[src/rtl/predistort_gather.sv]
// predistort_gather
//   Packet-level N:1 round-robin merger for the per-channel predistortion
//   return path. Whole packets from NUM_CHANNELS AXI-stream inputs are
//   interleaved into one stream, each beat tagged with its source channel.
//
// Ports
//   clk, reset_n (async, active-low), clear (sync, active-high soft clear)
//   i_tdata/i_tlast/i_tvalid/i_tready : per-channel input streams, packed
//   o_tdata/o_tchan/o_tlast/o_tvalid/o_tready : merged output stream
//   pkt_cnt : per-channel completed packet counters (16 bit, wrapping)
//   busy    : high while passing a packet or while output data is buffered
module predistort_gather #(
    parameter int                        WIDTH        = 16,
    parameter int                        NUM_CHANNELS = 4,
    parameter int                        CHAN_W       = 3,
    parameter logic [NUM_CHANNELS-1:0]   ACTIVE_MASK  = 4'b1111
) (
    input  logic                         clk,
    input  logic                         reset_n,
    input  logic                         clear,
    input  logic [NUM_CHANNELS*WIDTH-1:0] i_tdata,
    input  logic [NUM_CHANNELS-1:0]      i_tlast,
    input  logic [NUM_CHANNELS-1:0]      i_tvalid,
    output logic [NUM_CHANNELS-1:0]      i_tready,
    output logic [WIDTH-1:0]             o_tdata,
    output logic [CHAN_W-1:0]            o_tchan,
    output logic                         o_tlast,
    output logic                         o_tvalid,
    input  logic                         o_tready,
    output logic [NUM_CHANNELS*16-1:0]   pkt_cnt,
    output logic                         busy
);

    localparam int EW = CHAN_W + 1 + WIDTH;   // buffer entry: {chan, last, data}
    localparam int TW = CHAN_W + 1;           // room for ptr + offset before wrap

    typedef enum logic [0:0] {IDLE = 1'b0, PASS = 1'b1} state_e;

    state_e                      state_q, state_d;
    logic [CHAN_W-1:0]           sel_q, sel_d;
    logic [CHAN_W-1:0]           ptr_q, ptr_d;
    logic [1:0]                  cnt_q, cnt_d;
    logic [EW-1:0]               ent0_q, ent0_d;  // head entry, drives the outputs
    logic [EW-1:0]               ent1_q, ent1_d;
    logic                        vld_q, vld_d;
    logic                        busy_q, busy_d;
    logic [NUM_CHANNELS-1:0]     rdy_q, rdy_d;
    logic [NUM_CHANNELS*16-1:0]  pkt_cnt_q, pkt_cnt_d;

    logic [NUM_CHANNELS-1:0]     elig_s;
    logic                        found_s;
    logic [CHAN_W-1:0]           cand_s;
    logic [TW-1:0]               tgt_s;
    logic [WIDTH-1:0]            in_data_s;
    logic                        in_last_s;
    logic                        accept_s;
    logic                        pop_s;
    logic [EW-1:0]               new_ent_s;

    // Round-robin search: first eligible channel at or after ptr, with wrap.
    always_comb begin
        elig_s  = i_tvalid & ACTIVE_MASK;
        found_s = 1'b0;
        cand_s  = '0;
        tgt_s   = '0;
        for (int k = 0; k < NUM_CHANNELS; k++) begin
            tgt_s = {1'b0, ptr_q} + TW'(k);
            if (tgt_s >= TW'(NUM_CHANNELS)) begin
                tgt_s = tgt_s - TW'(NUM_CHANNELS);
            end else begin
                tgt_s = tgt_s;
            end
            for (int c = 0; c < NUM_CHANNELS; c++) begin
                if (!found_s && elig_s[c] && (tgt_s == TW'(c))) begin
                    found_s = 1'b1;
                    cand_s  = CHAN_W'(c);
                end else begin
                    found_s = found_s;
                end
            end
        end
    end

    // Mux the granted channel's beat and detect handshakes on both sides.
    always_comb begin
        in_data_s = '0;
        in_last_s = 1'b0;
        for (int c = 0; c < NUM_CHANNELS; c++) begin
            if (CHAN_W'(c) == sel_q) begin
                in_data_s = i_tdata[c*WIDTH +: WIDTH];
                in_last_s = i_tlast[c];
            end else begin
                in_last_s = in_last_s;
            end
        end
        // rdy_q is only ever set for the granted channel, so any overlap is the accept.
        accept_s  = |(i_tvalid & rdy_q);
        pop_s     = vld_q & o_tready;
        new_ent_s = {sel_q, in_last_s, in_data_s};
    end

    // Next-state logic: arbitration FSM, packet counters and 2-entry skid buffer.
    always_comb begin
        state_d   = state_q;
        sel_d     = sel_q;
        ptr_d     = ptr_q;
        cnt_d     = cnt_q;
        ent0_d    = ent0_q;
        ent1_d    = ent1_q;
        pkt_cnt_d = pkt_cnt_q;

        case (state_q)
            IDLE: begin
                if (found_s) begin
                    sel_d   = cand_s;
                    state_d = PASS;
                end else begin
                    state_d = IDLE;
                end
            end
            PASS: begin
                if (accept_s && in_last_s) begin
                    for (int c = 0; c < NUM_CHANNELS; c++) begin
                        if (CHAN_W'(c) == sel_q) begin
                            pkt_cnt_d[c*16 +: 16] = pkt_cnt_q[c*16 +: 16] + 16'd1;
                        end else begin
                            pkt_cnt_d[c*16 +: 16] = pkt_cnt_q[c*16 +: 16];
                        end
                    end
                    if (sel_q == CHAN_W'(NUM_CHANNELS - 1)) begin
                        ptr_d = '0;
                    end else begin
                        ptr_d = sel_q + CHAN_W'(1);
                    end
                    state_d = IDLE;
                end else begin
                    state_d = PASS;
                end
            end
            default: state_d = IDLE;
        endcase

        // Entry 0 is always the oldest beat; a pop shifts entry 1 forward.
        case ({accept_s, pop_s})
            2'b10: begin
                if (cnt_q == 2'd0) begin
                    ent0_d = new_ent_s;
                end else begin
                    ent1_d = new_ent_s;
                end
                cnt_d = cnt_q + 2'd1;
            end
            2'b01: begin
                ent0_d = ent1_q;
                cnt_d  = cnt_q - 2'd1;
            end
            2'b11: begin
                if (cnt_q == 2'd1) begin
                    ent0_d = new_ent_s;
                end else begin
                    ent0_d = ent1_q;
                    ent1_d = new_ent_s;
                end
            end
            default: cnt_d = cnt_q;
        endcase
    end

    // Registered output controls, computed from the next state so they line up with it.
    always_comb begin
        for (int c = 0; c < NUM_CHANNELS; c++) begin
            rdy_d[c] = (state_d == PASS) && (sel_d == CHAN_W'(c)) &&
                       (cnt_d != 2'd2) && ACTIVE_MASK[c];
        end
        vld_d  = (cnt_d != 2'd0);
        busy_d = (state_d == PASS) || (cnt_d != 2'd0);
    end

    // State and datapath registers; clear acts as a synchronous reset with top priority.
    always_ff @(posedge clk or negedge reset_n) begin
        if (!reset_n) begin
            state_q   <= IDLE;
            sel_q     <= '0;
            ptr_q     <= '0;
            cnt_q     <= 2'd0;
            ent0_q    <= '0;
            ent1_q    <= '0;
            vld_q     <= 1'b0;
            busy_q    <= 1'b0;
            rdy_q     <= '0;
            pkt_cnt_q <= '0;
        end else if (clear) begin
            state_q   <= IDLE;
            sel_q     <= '0;
            ptr_q     <= '0;
            cnt_q     <= 2'd0;
            ent0_q    <= '0;
            ent1_q    <= '0;
            vld_q     <= 1'b0;
            busy_q    <= 1'b0;
            rdy_q     <= '0;
            pkt_cnt_q <= '0;
        end else begin
            state_q   <= state_d;
            sel_q     <= sel_d;
            ptr_q     <= ptr_d;
            cnt_q     <= cnt_d;
            ent0_q    <= ent0_d;
            ent1_q    <= ent1_d;
            vld_q     <= vld_d;
            busy_q    <= busy_d;
            rdy_q     <= rdy_d;
            pkt_cnt_q <= pkt_cnt_d;
        end
    end

    assign i_tready                   = rdy_q;
    assign {o_tchan, o_tlast, o_tdata} = ent0_q;
    assign o_tvalid                   = vld_q;
    assign pkt_cnt                    = pkt_cnt_q;
    assign busy                       = busy_q;

endmodule

[config.mk]
export PLATFORM = sky130hd
export DESIGN_NAME = predistort_gather
export DESIGN_NICKNAME = d
export VERILOG_FILES = /design/src/rtl/predistort_gather.sv
export SDC_FILE = /design/constraint.sdc
export NUM_CORES = 1
export LEC_CHECK = 0
export CORE_ASPECT_RATIO = 0.6
export CORE_UTILIZATION = 45
export CTS_CLUSTER_DIAMETER = 50
export DETAILED_ROUTE_END_ITERATION = 10
export GPL_TIMING_DRIVEN = 0
export PLACE_DENSITY = 0.77
export REMOVE_ABC_BUFFERS = 1
export SYNTH_ARGS = -nofsm -noshare
export SYNTH_HDL_FRONTEND = slang
export SYNTH_SLANG_ARGS = --single-unit
[constraint.sdc]
create_clock -name clk -period 2.7 [get_ports clk]
set_input_delay 0.27 -clock clk [delete_from_list [all_inputs] [get_ports clk]]
set_output_delay 0.27 -clock clk [all_outputs]
set_load 0.05 [all_outputs]
After elaboration in Yosys (flattened, before gate mapping)
Cells that the tools add are included.
{ "op_classes": {"eq_ne": 27, "muxes": 74, "add_sub_neg": 14, "order_cmp": 4, "reduce_logical": 80, "bitwise_logic": 3} }
{ "ops": {"columns": ["op", "count"], "rows": [
  ["2-to-1 mux 64 bit", 3],
  ["2-to-1 mux 16 bit", 8],
  ["2-to-1 mux 20 bit", 6],
  ["adder 16 x 1 -> 16 bit (second input constant)", 4],
  ["one-hot mux 20 bit (3 select lines)", 1],
  ["2-to-1 mux 3 bit", 16],
  ["logical AND 1 bit", 40],
  ["one-hot mux 20 bit (2 select lines)", 1],
  ["== test 4 x 2 -> 1 bit (second input constant)", 8],
  ["2-to-1 mux 1 bit", 26],
  ["2-to-1 mux 4 bit", 5],
  ["== test 4 x 1 -> 1 bit (second input constant)", 4],
  ["logical NOT 4 bit", 4],
  ["logical NOT 1 bit", 15],
  ["AND reduction 3 bit", 5],
  ["nonzero test 2 bit", 7],
  ["greater-or-equal comparator 4 x 3 -> 1 bit (second input constant)", 3],
  ["2-to-1 mux 2 bit", 6],
  ["subtractor 4 x 3 -> 4 bit (second input constant)", 3],
  ["== test 3 x 2 -> 1 bit (second input constant)", 3],
  ["inequality test 3 bit (second input constant)", 3],
  ["adder 3 x 2 -> 4 bit (second input constant)", 2],
  ["== test 2 x 3 -> 1 bit (first input constant)", 2],
  ["logical NOT 3 bit", 2],
  ["other kinds (22)", 25]
]} }
{ "totals": {"regBits": 119, "inputBits": 76, "output_inout_bits": 90, "elab_cells": 215} }

Logic depth before layout (Yosys ltp)
{ "logic_depth": {"depth_word": 71, "ltp_mapped": 11, "depth_no_buf": 10} }

Worst setup path after synthesis
Ideal clock, no wire load.
{ "synth_timing": {"kind": "flip-flop to flip-flop", "startpoint": "reg ptr_q[1]", "endpoint": "reg busy_q (netlist: busy)", "synth_period_minus_slack_ns": 2.617, "slack_ns": 0.083, "stages_incl_launch_ff": 11, "setup_time_ns": 0.127, "t_required_ns": 2.573, "t_arrival_ns": 2.489, "n_path_buf": 2, "cell_sequence": "dfrtp_1 > buf_2 > buf_2 > nand3_1 > ha_1 > nor2b_1 > o21a_1 > o31ai_1 > a21oi_1 > o31a_1 > or2_2"} }
{ "synth_between": {"elab_chain_len": 69, "elab_cells_between_ends": 97, "cone_classes": "7 x add/sub; 4 x order compare; 12 x eq/ne; 23 x mux; 51 x reduce/logical"} }
{ "synth_lines": {"columns": ["item", "line_no", "text"], "rows": [
  ["start: declaration", "41", "logic [CHAN_W-1:0] ptr_q, ptr_d;"],
  ["start signal: assignment", "206", "ptr_q <= ptr_d;"],
  ["subtractor 3 x 3 -> 4 bit or greater-or-equal comparator 3 bit (tied branches)", "69, 68", null],
  ["2-to-1 mux 4 bit", "68", "if (tgt_s >= TW'(NUM_CHANNELS)) begin"],
  ["logical NOT 4 bit", "74", "if (!found_s && elig_s[c] && (tgt_s == TW'(c))) begin"],
  ["logical AND 1 bit", "74", null],
  ["2-to-1 mux 1 bit", "74", null],
  ["logical NOT 1 bit", "74", null],
  ["logical AND 1 bit (2 in series)", "74", null],
  ["2-to-1 mux 1 bit", "74", null],
  ["[... 51 more ...]", null, null],
  ["2-to-1 mux 1 bit", "74", null],
  ["logical NOT 1 bit", "74", null],
  ["logical AND 1 bit (2 in series)", "74", null],
  ["2-to-1 mux 1 bit (*)", "74", null],
  ["2-to-1 mux 1 bit (*)", "114", "if (found_s) begin"],
  ["one-hot mux 1 bit (2 select lines) (*)", "112", "case (state_q)"],
  ["logical OR 1 bit (*)", "176", "busy_d = (state_d == PASS) || (cnt_d != 2'd0);"],
  ["2-to-1 mux 1 bit (*)", "192", "end else if (clear) begin"],
  ["end signal: assignment", "211", "busy_q <= busy_d;"],
  ["end: declaration", "46", "logic busy_q, busy_d;"]
]} }
Mark *: on every way between the ends. The rest lies on a longest branch, timed or not.
A chain may end at the register's enable or synchronous reset.

Worst setup path after layout
{ "layout_timing": {"startpoint": "reg ptr_q[2]", "endpoint": "reg rdy_q[2] (netlist: i_tready[2])"} }
{ "layout_between": {"elab_chain_len": 71, "elab_cells_between_ends": 116, "cone_classes": "7 x add/sub; 4 x order compare; 13 x eq/ne; 40 x mux; 52 x reduce/logical"} }
{ "layout_lines": {"columns": ["item", "line_no", "text"], "rows": [
  ["subtractor 3 x 3 -> 4 bit or greater-or-equal comparator 3 bit (tied branches)", "69, 68", null],
  ["2-to-1 mux 4 bit", "68", null],
  ["logical NOT 4 bit", "74", null],
  ["logical AND 1 bit", "74", null],
  ["2-to-1 mux 1 bit", "74", null],
  ["logical NOT 1 bit", "74", null],
  ["logical AND 1 bit (2 in series)", "74", null],
  ["2-to-1 mux 1 bit", "74", null],
  ["[... 52 more ...]", null, null],
  ["logical NOT 1 bit", "74", null],
  ["logical AND 1 bit (2 in series)", "74", null],
  ["2-to-1 mux 3 bit or 2-to-1 mux 1 bit (tied branches)", "74", null],
  ["2-to-1 mux 3 bit", "114", null],
  ["2-to-1 mux 3 bit", "112", null],
  ["== test 3 x 2 -> 1 bit", "172", "rdy_d[c] = (state_d == PASS) && (sel_d == CHAN_W'(c)) &&"],
  ["logical AND 1 bit (*) (2 in series)", "172", null],
  ["2-to-1 mux 4 bit (*)", "192", null],
  ["end signal: assignment", "212", "rdy_q <= rdy_d;"],
  ["end: declaration", "47", "logic [NUM_CHANNELS-1:0] rdy_q, rdy_d;"]
]} }
Marked as above.

==> results_dict.tcl <==
set metrics [dict create \
    clk-insertion-delay-late_ps 400 \
    crit_family "compound AO/OA/AOI/OAI gates" \
    cts_tree "yes" \
    path_clk_slew_ps 60 \
    synthTopCellsByArea "dfrtp_1 44%, nor2_1 6.4%, xnor2_1 5.1%, ha_1 3.0%, nor3_1 3.0%" \
    place.gp.congestion 0.848 \
    worstSetupPathType "flip-flop to flip-flop" \
    grt_max_degree 83 \
    dieArea_mm2 0.0155 \
    cp.arrival_ps 2920 \
    slowest_stage "dfrtp_2" \
    yosysWarnings 0 \
    cts_buffers 17 \
    netlist_top_cells_count "119 x dfrtp_1, 115 x nor2_1, 52 x nand2_1" \
    synth_area_mm2 0.00674 \
    drive_above_1_share_pct 10.9 \
    place_hpwl_mm 12.9 \
    crit_fanout 11 \
    avgSynthCellArea_um2 9.15 \
    num_antenna_cells 0 \
    end_kind "flip-flop" \
    p_per_area_mw_per_mm2 585 \
    critPathMaxStageDelay_ps 500 \
    cts-root-buf "clkbuf_16" \
    grt_antenna_before_repair 0 \
    synth_top_cell_by_area "dfrtp_1" \
    crit_chain "xnor2_4, inv_1, ha_1, nor2b_1, o21a_1, o31ai_4, a21oi_4, o32a_1, nor4_1" \
    cts.sinks 119 \
    hold_slack_ps 289 \
    io_buffer_count 165 \
    via_count 6294 \
    ioPinCount 166 \
    grt_pass1_vias 5989 \
    ys_seq_area_share_pct 44.2 \
    ys_async_sr_fraction_pct 100 \
    place_area_mm2 0.00860 \
    vdd.ir_drop.worst_uv 474 \
    nFillCells 1182 \
    die-height_um 96.8 \
    rsz0062_at_grt "yes" \
    initial_core_util_pct 46.3 \
    syn_to_final_growth_pct 42.1 \
    grt_pass1_wl_mm 31.6 \
    max_freq_ghz 0.379 \
    detail-route-antenna-nets 0 \
    fin_crit_ps 2640 \
    final_core_util_pct 65.9 \
    fp.coreArea_mm2 0.0145 \
    htreeDepth 4 \
    finalHoldViolations 0 \
    wirelength_mm 19.6 \
    drc 0 \
    drt_iter0_drc 506 \
    hold_path.class "input pin to flip-flop" \
    crit_required_ps 2980 \
    finalSetupViolations 0 \
    syn_inst 737 \
    die_w_um 160 \
    outcome "complete, no violations" \
    yosysTopAreaCellShare_pct 44.2 \
    wl_per_cell_um 17.6 \
    fin_nets 995 \
    rows 34 \
    synth.most_common_cell "dfrtp_1" \
    synth_edf_count 0 \
    slew_viol_final 0 \
    critPathBufInv 1 \
    worst_setup_path_start_kind "flip-flop" \
    synth_cell_types 58 \
    grtUsageTotal_pct 25.7 \
    synth_ff_type "dfrtp_1" \
    first_pass_iters 8 \
    cap_violations 0 \
    clock_skew_ps 7.82 \
    fin_crit_sh_pct 97.6 \
    cts_buffer_depth 2 \
    leakage_uw 0.00383 \
    worst_slew_pin_slew_ps 621 \
    via_per_inst 5.65 \
    synth_seq_cells 119 \
    final_area_mm2 0.00958 \
    grt_overflow 0 \
    max_slew_margin_pct 58.5 \
]
[routing by layer]
metal	GRT usage (%)	up-vias	wire length [µm]
met4	5.79	0	253
met5	0	-	0
met1	37.6	3052	9590
li1	-	2987	-
met3	6.52	19	1460
met2	38.0	236	8280
[registers in the layout, summed over array words and instances, names as in the netlist]
name and count:
cnt_q 2, ent0_q 20, i_tready 4, ptr_q 3, pkt_cnt 64, ent1_q 20, busy 1, sel_q 3
state_q 1, o_tvalid 1
[cell type report]
cell class                 count  area, µm²  share of cell area (%)
timing repair buffer         193       2010                    21.0
multi-input combinational    551       3690                    38.5
inverter                      21       82.6                   0.862
sequential                   119       2980                    31.1
clock buffer                  19        443                    4.62
tap                          198        248                    2.59
clock inverter                13        121                    1.27
[cell families (layout without fill, tap and decap cells)]
logic type      count (synthesis)  count (layout)  synth area share (%)
mux                            10              10                  1.48
simple gates                  309             309                  23.0
buf+inv                        68             246                  4.01
compound gates                159             160                  17.1
xor+xnor                       56              56                  7.27
fa+ha+maj                      16              16                  2.97
flops                         119             119                  44.2
[path summary, 6_finish.rpt]
check	slack, ps	from	cells after the start	to
max	60	ptr_q[2]$_DFFE_PN0P_	9	i_tready[2]$_DFF_PN0_
min reg2reg	500	ent0_q[15]$_DFFE_PN0P_	1	ent0_q[15]$_DFFE_PN0P_
max in group asynchronous	1590	reset_n	3	pkt_cnt[51]$_DFFE_PN0P_
min in group asynchronous	360	reset_n	2	ent0_q[9]$_DFFE_PN0P_
min	290	clear	2	pkt_cnt[26]$_DFFE_PN0P_
max reg2reg	60	ptr_q[2]$_DFFE_PN0P_	9	i_tready[2]$_DFF_PN0_
[worst register-to-register path, stage by stage (launching register included)]
cell     delay (ps)
dfrtp_2         500
xnor2_4         230
inv_1            70
ha_1            260
nor2b_1         170
o21a_1          150
o31ai_4         340
a21oi_4         150
o32a_1          360
nor4_1          290
[report_power, final]
| group | leakage (µW) | total, µW | switching (µW) | internal (µW) |
|---|---|---|---|---|
| logic | 0.00192 | 1470 | 875 | 594 |
| registers | 0.00164 | 1990 | 86.2 | 1910 |
| clock network | 0.000275 | 2150 | 847 | 1300 |
| total | 0.00383 | 5610 | 1810 | 3800 |
[repair_timing]
action                                  4_1_cts  5_1_grt
gates resized for setup                      21       14
buffers inserted                             10       10
cloned                                        1        0
pin swaps                                     1        3
hold buffers                                  1        0
endpoints found under the setup margin       97       41
endpoints found under the hold margin        37        0
[per-stage QoR]
stage	total power (µW)	cells	setup slack [ps]	TNS, ps
final	5610	1114	64.7	0
after global routing	5870	1114	-70.7	-70.7
after CTS	5580	1104	0.409	0
after detailed placement	3330	1060	-890	-42610
after global placement	3280	1053	-3390	-641300
after floorplan	2790	690	-617	-11400
[placed cells by master (no fill, tap or decap), types with 5 or more instances in the layout]
| master | n |
|---|---|
| a211oi_1 | 20 |
| a21oi_1 | 33 |
| a222oi_1 | 16 |
| a22o_1 | 22 |
| and2_1 | 5 |
| and3_1 | 5 |
| and4_1 | 11 |
| buf_12 | 6 |
| buf_4 | 13 |
| clkbuf_16 | 17 |
| clkdlybuf4s50_1 | 163 |
| dfrtp_1 | 116 |
| ha_1 | 14 |
| inv_1 | 20 |
| mux2i_1 | 10 |
| nand2_1 | 50 |
| nand3_1 | 17 |
| nand4_1 | 10 |
| nor2_1 | 112 |
| nor2b_1 | 10 |
| nor3_1 | 40 |
| nor3b_1 | 8 |
| o21ai_0 | 32 |
| xnor2_1 | 38 |
| xor2_1 | 17 |
(Power assumes the default switching activity.)
